<file path="config.mk">
export PLATFORM = sky130hd
export DESIGN_NAME = conv_window_mac
export DESIGN_NICKNAME = d
export VERILOG_FILES = /design/src/rtl/conv_window_mac.sv
export SDC_FILE = /design/constraint.sdc
export NUM_CORES = 2
export LEC_CHECK = 0
export CORE_UTILIZATION = 30
export DETAILED_ROUTE_END_ITERATION = 8
export DONT_BUFFER_PORTS = 1
export GPL_TIMING_DRIVEN = 1
export PLACE_DENSITY = 0.52
export SLEW_MARGIN = 15
export SYNTH_ARGS = -nofsm -noshare
export SYNTH_HDL_FRONTEND = slang
export SYNTH_SLANG_ARGS = --single-unit
</file>
<file path="constraint.sdc">
create_clock -name clk -period 4.55 [get_ports clk]
set_input_delay 0.91 -clock clk [delete_from_list [all_inputs] [get_ports clk]]
set_output_delay 0.91 -clock clk [all_outputs]
set_load 0.05 [all_outputs]
</file>
<file path="src/rtl/conv_window_mac.sv">
// 3x3 sliding-window convolution over a raster pixel stream.
// Two row delay lines feed a 3x3 window; issued windows pass a fixed 4-stage MAC pipeline.
module conv_window_mac #(
    parameter int unsigned N     = 32,
    parameter int unsigned SHIFT = 0
) (
    input  logic               clk,
    input  logic               rst,
    input  logic [7:0]         pixel_in,
    input  logic               data_write,
    input  logic               enable,
    input  logic [71:0]        filter,
    output logic signed [19:0] result,
    output logic [7:0]         pixel_out,
    output logic               result_valid,
    output logic               frame_done
);

    localparam int unsigned PIX_W  = 8;
    localparam int unsigned TAPS   = 9;
    localparam int unsigned PROD_W = 17;
    localparam int unsigned SUM_W  = 20;
    localparam int unsigned PTR_W  = $clog2(N);
    localparam int unsigned TOTAL  = (N - 2) * (N - 2);
    localparam int unsigned CNT_W  = $clog2(TOTAL + 1);

    // Row delay lines share one circular pointer; the slot read is the one about to be overwritten.
    logic [PIX_W-1:0] line1 [N];
    logic [PIX_W-1:0] line2 [N];
    logic [PTR_W-1:0] ptr;
    logic [PIX_W-1:0] dl1_out_c;
    logic [PIX_W-1:0] dl2_out_c;

    logic [PIX_W-1:0] win      [TAPS];
    logic [PIX_W-1:0] win_next_c [TAPS];

    // Stage A: captured window and coefficients
    logic                    a_valid;
    logic [PIX_W-1:0]        a_win  [TAPS];
    logic signed [PIX_W-1:0] a_coef [TAPS];

    // Stage B: registered products
    logic                     b_valid;
    logic signed [PROD_W-1:0] b_prod [TAPS];
    logic signed [PROD_W-1:0] prod_c [TAPS];

    // Stage C: registered sum
    logic                    c_valid;
    logic signed [SUM_W-1:0] c_sum;
    logic signed [SUM_W-1:0] sum_c;

    // Stage D helpers
    logic signed [SUM_W-1:0] shifted_c;
    logic [PIX_W-1:0]        sat_c;
    logic [CNT_W-1:0]        cnt;
    logic                    last_c;
    logic                    issue_c;

    assign dl1_out_c = line1[ptr];
    assign dl2_out_c = line2[ptr];
    assign issue_c   = data_write & enable;

    // Window after this cycle's push: shift left, new right column from delay lines and input
    always_comb begin
        for (int unsigned k = 0; k < TAPS; k++) begin
            win_next_c[k] = win[k];
        end
        for (int unsigned r = 0; r < 3; r++) begin
            win_next_c[3*r]     = win[3*r + 1];
            win_next_c[3*r + 1] = win[3*r + 2];
        end
        win_next_c[2] = dl2_out_c;
        win_next_c[5] = dl1_out_c;
        win_next_c[8] = pixel_in;
    end

    always_ff @(posedge clk or negedge rst) begin
        if (!rst) begin
            for (int unsigned i = 0; i < N; i++) begin
                line1[i] <= '0;
                line2[i] <= '0;
            end
            for (int unsigned k = 0; k < TAPS; k++) begin
                win[k] <= '0;
            end
            ptr <= '0;
        end else if (data_write) begin
            line1[ptr] <= pixel_in;
            line2[ptr] <= dl1_out_c;
            ptr        <= (ptr == PTR_W'(N - 1)) ? '0 : ptr + PTR_W'(1);
            for (int unsigned k = 0; k < TAPS; k++) begin
                win[k] <= win_next_c[k];
            end
        end
    end

    // Stage A capture; filter snapshot decouples the issue from later filter changes
    always_ff @(posedge clk or negedge rst) begin
        if (!rst) begin
            a_valid <= 1'b0;
            for (int unsigned k = 0; k < TAPS; k++) begin
                a_win[k]  <= '0;
                a_coef[k] <= '0;
            end
        end else begin
            a_valid <= issue_c;
            if (issue_c) begin
                for (int unsigned k = 0; k < TAPS; k++) begin
                    a_win[k]  <= win_next_c[k];
                    a_coef[k] <= $signed(filter[(TAPS - 1 - k) * PIX_W +: PIX_W]);
                end
            end
        end
    end

    always_comb begin
        for (int unsigned k = 0; k < TAPS; k++) begin
            prod_c[k] = PROD_W'($signed({1'b0, a_win[k]})) * PROD_W'(a_coef[k]);
        end
    end

    always_ff @(posedge clk or negedge rst) begin
        if (!rst) begin
            b_valid <= 1'b0;
            for (int unsigned k = 0; k < TAPS; k++) begin
                b_prod[k] <= '0;
            end
        end else begin
            b_valid <= a_valid;
            if (a_valid) begin
                for (int unsigned k = 0; k < TAPS; k++) begin
                    b_prod[k] <= prod_c[k];
                end
            end
        end
    end

    always_comb begin
        sum_c = '0;
        for (int unsigned k = 0; k < TAPS; k++) begin
            sum_c = sum_c + SUM_W'(b_prod[k]);
        end
    end

    always_ff @(posedge clk or negedge rst) begin
        if (!rst) begin
            c_valid <= 1'b0;
            c_sum   <= '0;
        end else begin
            c_valid <= b_valid;
            if (b_valid) begin
                c_sum <= sum_c;
            end
        end
    end

    // Scale and clamp to an unsigned 8-bit pixel
    always_comb begin
        shifted_c = c_sum >>> SHIFT;
        sat_c     = shifted_c[PIX_W-1:0];
        if (shifted_c < 0) begin
            sat_c = '0;
        end else if (shifted_c > SUM_W'(255)) begin
            sat_c = '1;
        end
    end

    assign last_c = (cnt == CNT_W'(TOTAL - 1));

    // Stage D: outputs hold between valid results; frame counter wraps on the last output
    always_ff @(posedge clk or negedge rst) begin
        if (!rst) begin
            result       <= '0;
            pixel_out    <= '0;
            result_valid <= 1'b0;
            frame_done   <= 1'b0;
            cnt          <= '0;
        end else begin
            result_valid <= c_valid;
            frame_done   <= c_valid & last_c;
            if (c_valid) begin
                result    <= c_sum;
                pixel_out <= sat_c;
                cnt       <= last_c ? '0 : cnt + CNT_W'(1);
            end
        end
    end

endmodule

</file>
Yosys cells after proc, flatten, opt, wreduce, memory -nomap -nowiden
Index checks and enable logic that the tools add are counted.

Register bits after elaboration: 925. Latch bits: 0. RAM bits: 0. ROM bits: 0. Bits of input ports: 84. Output and inout bits: 30. Word-level logic and storage cells: 150. Memories kept: 0.

Add/sub/neg operators: 10. Multipliers: 9. Div/mod/pow operators: 0. Magnitude comparators: 4. Eq/ne operators: 2. Shift-type cells: 0. Mux-type cells: 14. Bitwise operators: 3. Reductions and logical operators: 1.

Operators by type and width (count): bitwise mux 256 bit (2); multiplier 9 x 8 -> 17 bit (9); adder 20 x 17 -> 20 bit (5); binary-select mux 8 bit (select 5 bit) (2); two-way mux 8 bit (7); demux 8 bit (select 5 bit) (1); adder 19 x 17 -> 20 bit (1); greater-than comparator 20 x 9 -> 1 bit (second input constant) (1); < comparator 20 x 1 -> 1 bit (second input constant) (1); adder 18 x 17 -> 19 bit (1); adder 17 x 17 -> 18 bit (1); adder 10 x 1 -> 10 bit (second input constant) (1); == test 10 bit (second input constant) (1); two-way mux 10 bit (1); >= comparator 6 bit (second input constant) (1); < comparator 6 x 1 -> 1 bit (second input constant) (1); NOT 5 -> 6 bit (1); adder 5 x 1 -> 5 bit (second input constant) (1); == test 5 bit (second input constant) (1); two-way mux 5 bit (1); bitwise AND 1 bit (2); logical AND 1 bit (1).

Longest topological paths before layout
Word-level depth: 8. Mapped depth: 17.

Worst setup path after synthesis
No wires, ideal clock.

Kind: flip-flop to flip-flop. Start point: reg a_win[54] in the netlist's numbering. End point: reg b_prod[116] in the netlist's numbering. Setup time: 125 ps. Arrival time: 4234 ps. Setup slack: 191 ps. Stages on the path, launching flop included: 18. Path buffers: 1. Period minus slack after synthesis: 4359 ps. Cell sequence: dfrtp_1 -> clkbuf_1 -> and2_1 -> fa_1 -> inv_1 -> fa_1 -> inv_1 -> fa_1 -> inv_1 -> fa_1 -> inv_1 -> ha_1 -> o21a_1 -> o31a_1 -> o41ai_1 -> o21ai_0 -> xor2_1 -> mux2_2.

Word-level cells in the longest chain between the ends: 1.

Ends and longest elaborated chain: start, declared (line 39) `logic [PIX_W-1:0] a_win [TAPS];`; start signal, assigned by index (line 109) `a_win[k] <= win_next_c[k];`; multiplier 9 x 8 -> 17 bit (line 118) `prod_c[k] = PROD_W'($signed({1'b0, a_win[k]})) * PROD_W'(a_coef[k]);`; end signal, assigned by index (line 132) `b_prod[k] <= prod_c[k];`; end, declared (line 44) `logic signed [PROD_W-1:0] b_prod [TAPS];`.

Every way passes these cells. A chain may end at the register's enable or synchronous reset.

Worst setup path after layout
Start point: reg a_coef[52] in the netlist's numbering. End point: reg b_prod[117] in the netlist's numbering.

Word-level cells in the longest chain between the ends: 1.

Ends and longest elaborated chain: start, declared (line 40) `logic signed [PIX_W-1:0] a_coef [TAPS];`; start signal, assigned by index (line 110) `a_coef[k] <= $signed(filter[(TAPS - 1 - k) * PIX_W +: PIX_W]);`; multiplier 9 x 8 -> 17 bit (line 118).

Every way passes these cells.

==> reports/metrics.cfg <==
[job]
maxCapViolCount=0

[floorplan]
die_w_um=455
dieHeight_um=455
start_util_pct=30.3
coreArea_sq_um=203000
core.rowCount=165
dieArea_sq_um=207000
pin_count=114

[setup_path]
worst_ep_required_time_ps=5090
worstPathArrival_ps=4990
crit_family=adder cells
critPathBufInv=5
startpoint_type=flop
cpMaxStageDelayCell=fa_1
cp_max_fo=6
critPathKind=reg2reg
critPathCaptureType=flop
cp_slowest_stage_delay_ps=550
crit_path_cell_trace=and2_4, fa_1, inv_2, fa_1, inv_2, fa_1, inv_1, fa_1, inv_2, ha_4, buf_6, nand4_1, or3_4, a31oi_4, o22ai_2, xor2_2, a21oi_1
cp_common_cell=fa_1

[global_route]
gr-usage-all-layers_pct=15.8
antenna_found_initial=26
first_global_vias=42301
gr-total-overflow=0
grt_max_degree=200
grt_pass1_wl_um=254000

[detailed_routing]
wl_um=160000
viasPerCell=4.74
ant_nets=0
avgRoutedWirePerCell_um=19.0
drt_iter0_markers=2247
via_count=40022
drc=0
drtPass1Iterations=7

[placed_design]
place.gp.congestion=0.850
dpl_cell_area_sq_um=65700
hpwl_um=117000
portBuffers=0

[sta]
fin_setup_tns_ps=0
hold_viol_final=0
tightest_slew_ps=1140
clock_skew_ps=63.4
period_needed_ps=4450
holdWs_ps=181
finalSetupViolCount=0
max_freq_mhz=225
slew_violations=0
grt_setup_unrepaired=yes
fin_crit_sh_pct=97.8
max-slew-margin-rel_pct=23.6

[logic_synthesis]
synth-seq-cells=925
syn_nets=6514
synth_top_area_share_pct=37.6
netlist_area_sq_um=61600
synthArstFlopShare_pct=100
ys_seq_area_share_pct=37.6
synth_warnings=0
synth_area_leaders=dfrtp_1, fa_1, mux2_2
syn_area_per_cell_sq_um=11.1
synth_cells=5563
synth_top_cells_by_count=dfrtp_1, inv_1, nand2_1
yosysUniqueCellTypes=61
synth-edff-count=0
synth_top_area_cell=dfrtp_1
yosys.cell_count.top_type=dfrtp_1
dominantRegCellSynth=dfrtp_1

[clocking]
cts_root_buf=clkbuf_16
htreeDepth=3
tritoncts=built
numCtsBuffers=102
insertion_delay_ps=740
cts.path.max_buffers=3
clock_sinks=925
clk_pin_slew_ps=60

[cells_and_area]
area.growth.synth_to_final_pct=14.1
utilization_pct=34.6
nNetsFinal=6625
fillCellCount=20346
final_area_sq_um=70300
layout-drive-gt1-share_pct=21.9

[run_status]
run_status=complete, no violations

[worst_hold_path]
hp-class=in2async

-- final timing paths --
| path | slack [ps] | start | to | cells after the start |
|---|---|---|---|---|
| worst max-delay path | 100 | a_coef[52] | b_prod[117] | 17 |
| min in group clk | 280 | filter[7] | a_coef[7] | 2 |
| worst min register to register | 480 | line2[166] | line2[166] | 2 |
| max in group asynchronous | 1360 | rst | line1[134] | 5 |
| worst max register to register | 100 | a_coef[52] | b_prod[117] | 17 |
| worst min-delay path | 180 | rst | b_prod[109] | 1 |
-- sequential cells by signal, indices dropped and copies added, names as in the netlist --
register	cells
pixel_out	8
cnt	10
ptr	5
a_coef	72
a_valid	1
line2	256
win	48
b_valid	1
result	20
c_valid	1
a_win	72
c_sum	20
result_valid	1
frame_done	1
line1	256
b_prod	153
-- through the flow --
step | cells | worst slack (ps)
after global placement | 8204 | -62.2
after CTS | 8397 | -16.8
final | 8435 | 101
after floorplan | 5563 | 191
after global routing | 8434 | -77.0
after detailed placement | 8204 | -131
-- cell type report --
class	instances	area, sq um	share of cell area, %
antenna	5	12.5	0.0178
inverter	741	2790	3.97
clock buffer	142	2950	4.20
timing repair buffer	275	2270	3.24
clock inverter	46	714	1.02
multi-input combinational	3629	35000	49.8
sequential	925	23200	33.0
tap	2672	3340	4.76
-- placed cells by master (no fill, tap or decap), types with 35 or more instances in the layout --
cell type and instances:
a21o_1 42, a21oi_1 122, a22oi_1 63, and2_1 277, buf_4 261, clkbuf_16 102, dfrtp_1 876, dfrtp_2 46
fa_1 446, ha_1 398, inv_1 732, mux2_2 517, mux4_2 128, nand2_1 595, nand2b_1 71, nand3_1 35
nor2_1 125, o21ai_0 333, o21ai_1 38, xnor2_1 72
-- metal layers --
layer | GRT usage [%] | up-vias | share of wire (%)
met5 | 0 | - | 0
met4 | 3.95 | 0 | 2.4
met3 | 2.01 | 205 | 3.1
met2 | 26.8 | 577 | 49
met1 | 21.2 | 20558 | 46
li1 | - | 18682 | -
-- cells by family after synthesis --
logic type                 count (synthesis)  synth area share [%]
AOI/OAI and AO/OA                        742                  7.08
xor gates and xnor gates                 102                  1.45
adders and majority gates                867                  23.2
buffers and inverters                   1009                  6.40
DFF                                      925                  37.6
muxes                                    667                  14.5
and+or+nand+nor                         1251                  9.83
-- repair_timing --
| item | CTS | global route |
|---|---|---|
| gates resized for setup | 11 | 153 |
| hold buffers | 1 | 0 |
| hold endpoints to repair | 151 | 0 |
| setup buffers | 4 | 32 |
| pin swaps | 3 | 38 |
| endpoints found under the setup margin | 6 | 64 |
Power is not shown: default switching activity piles up to over one toggle a cycle in this logic, so the estimate is an artifact.
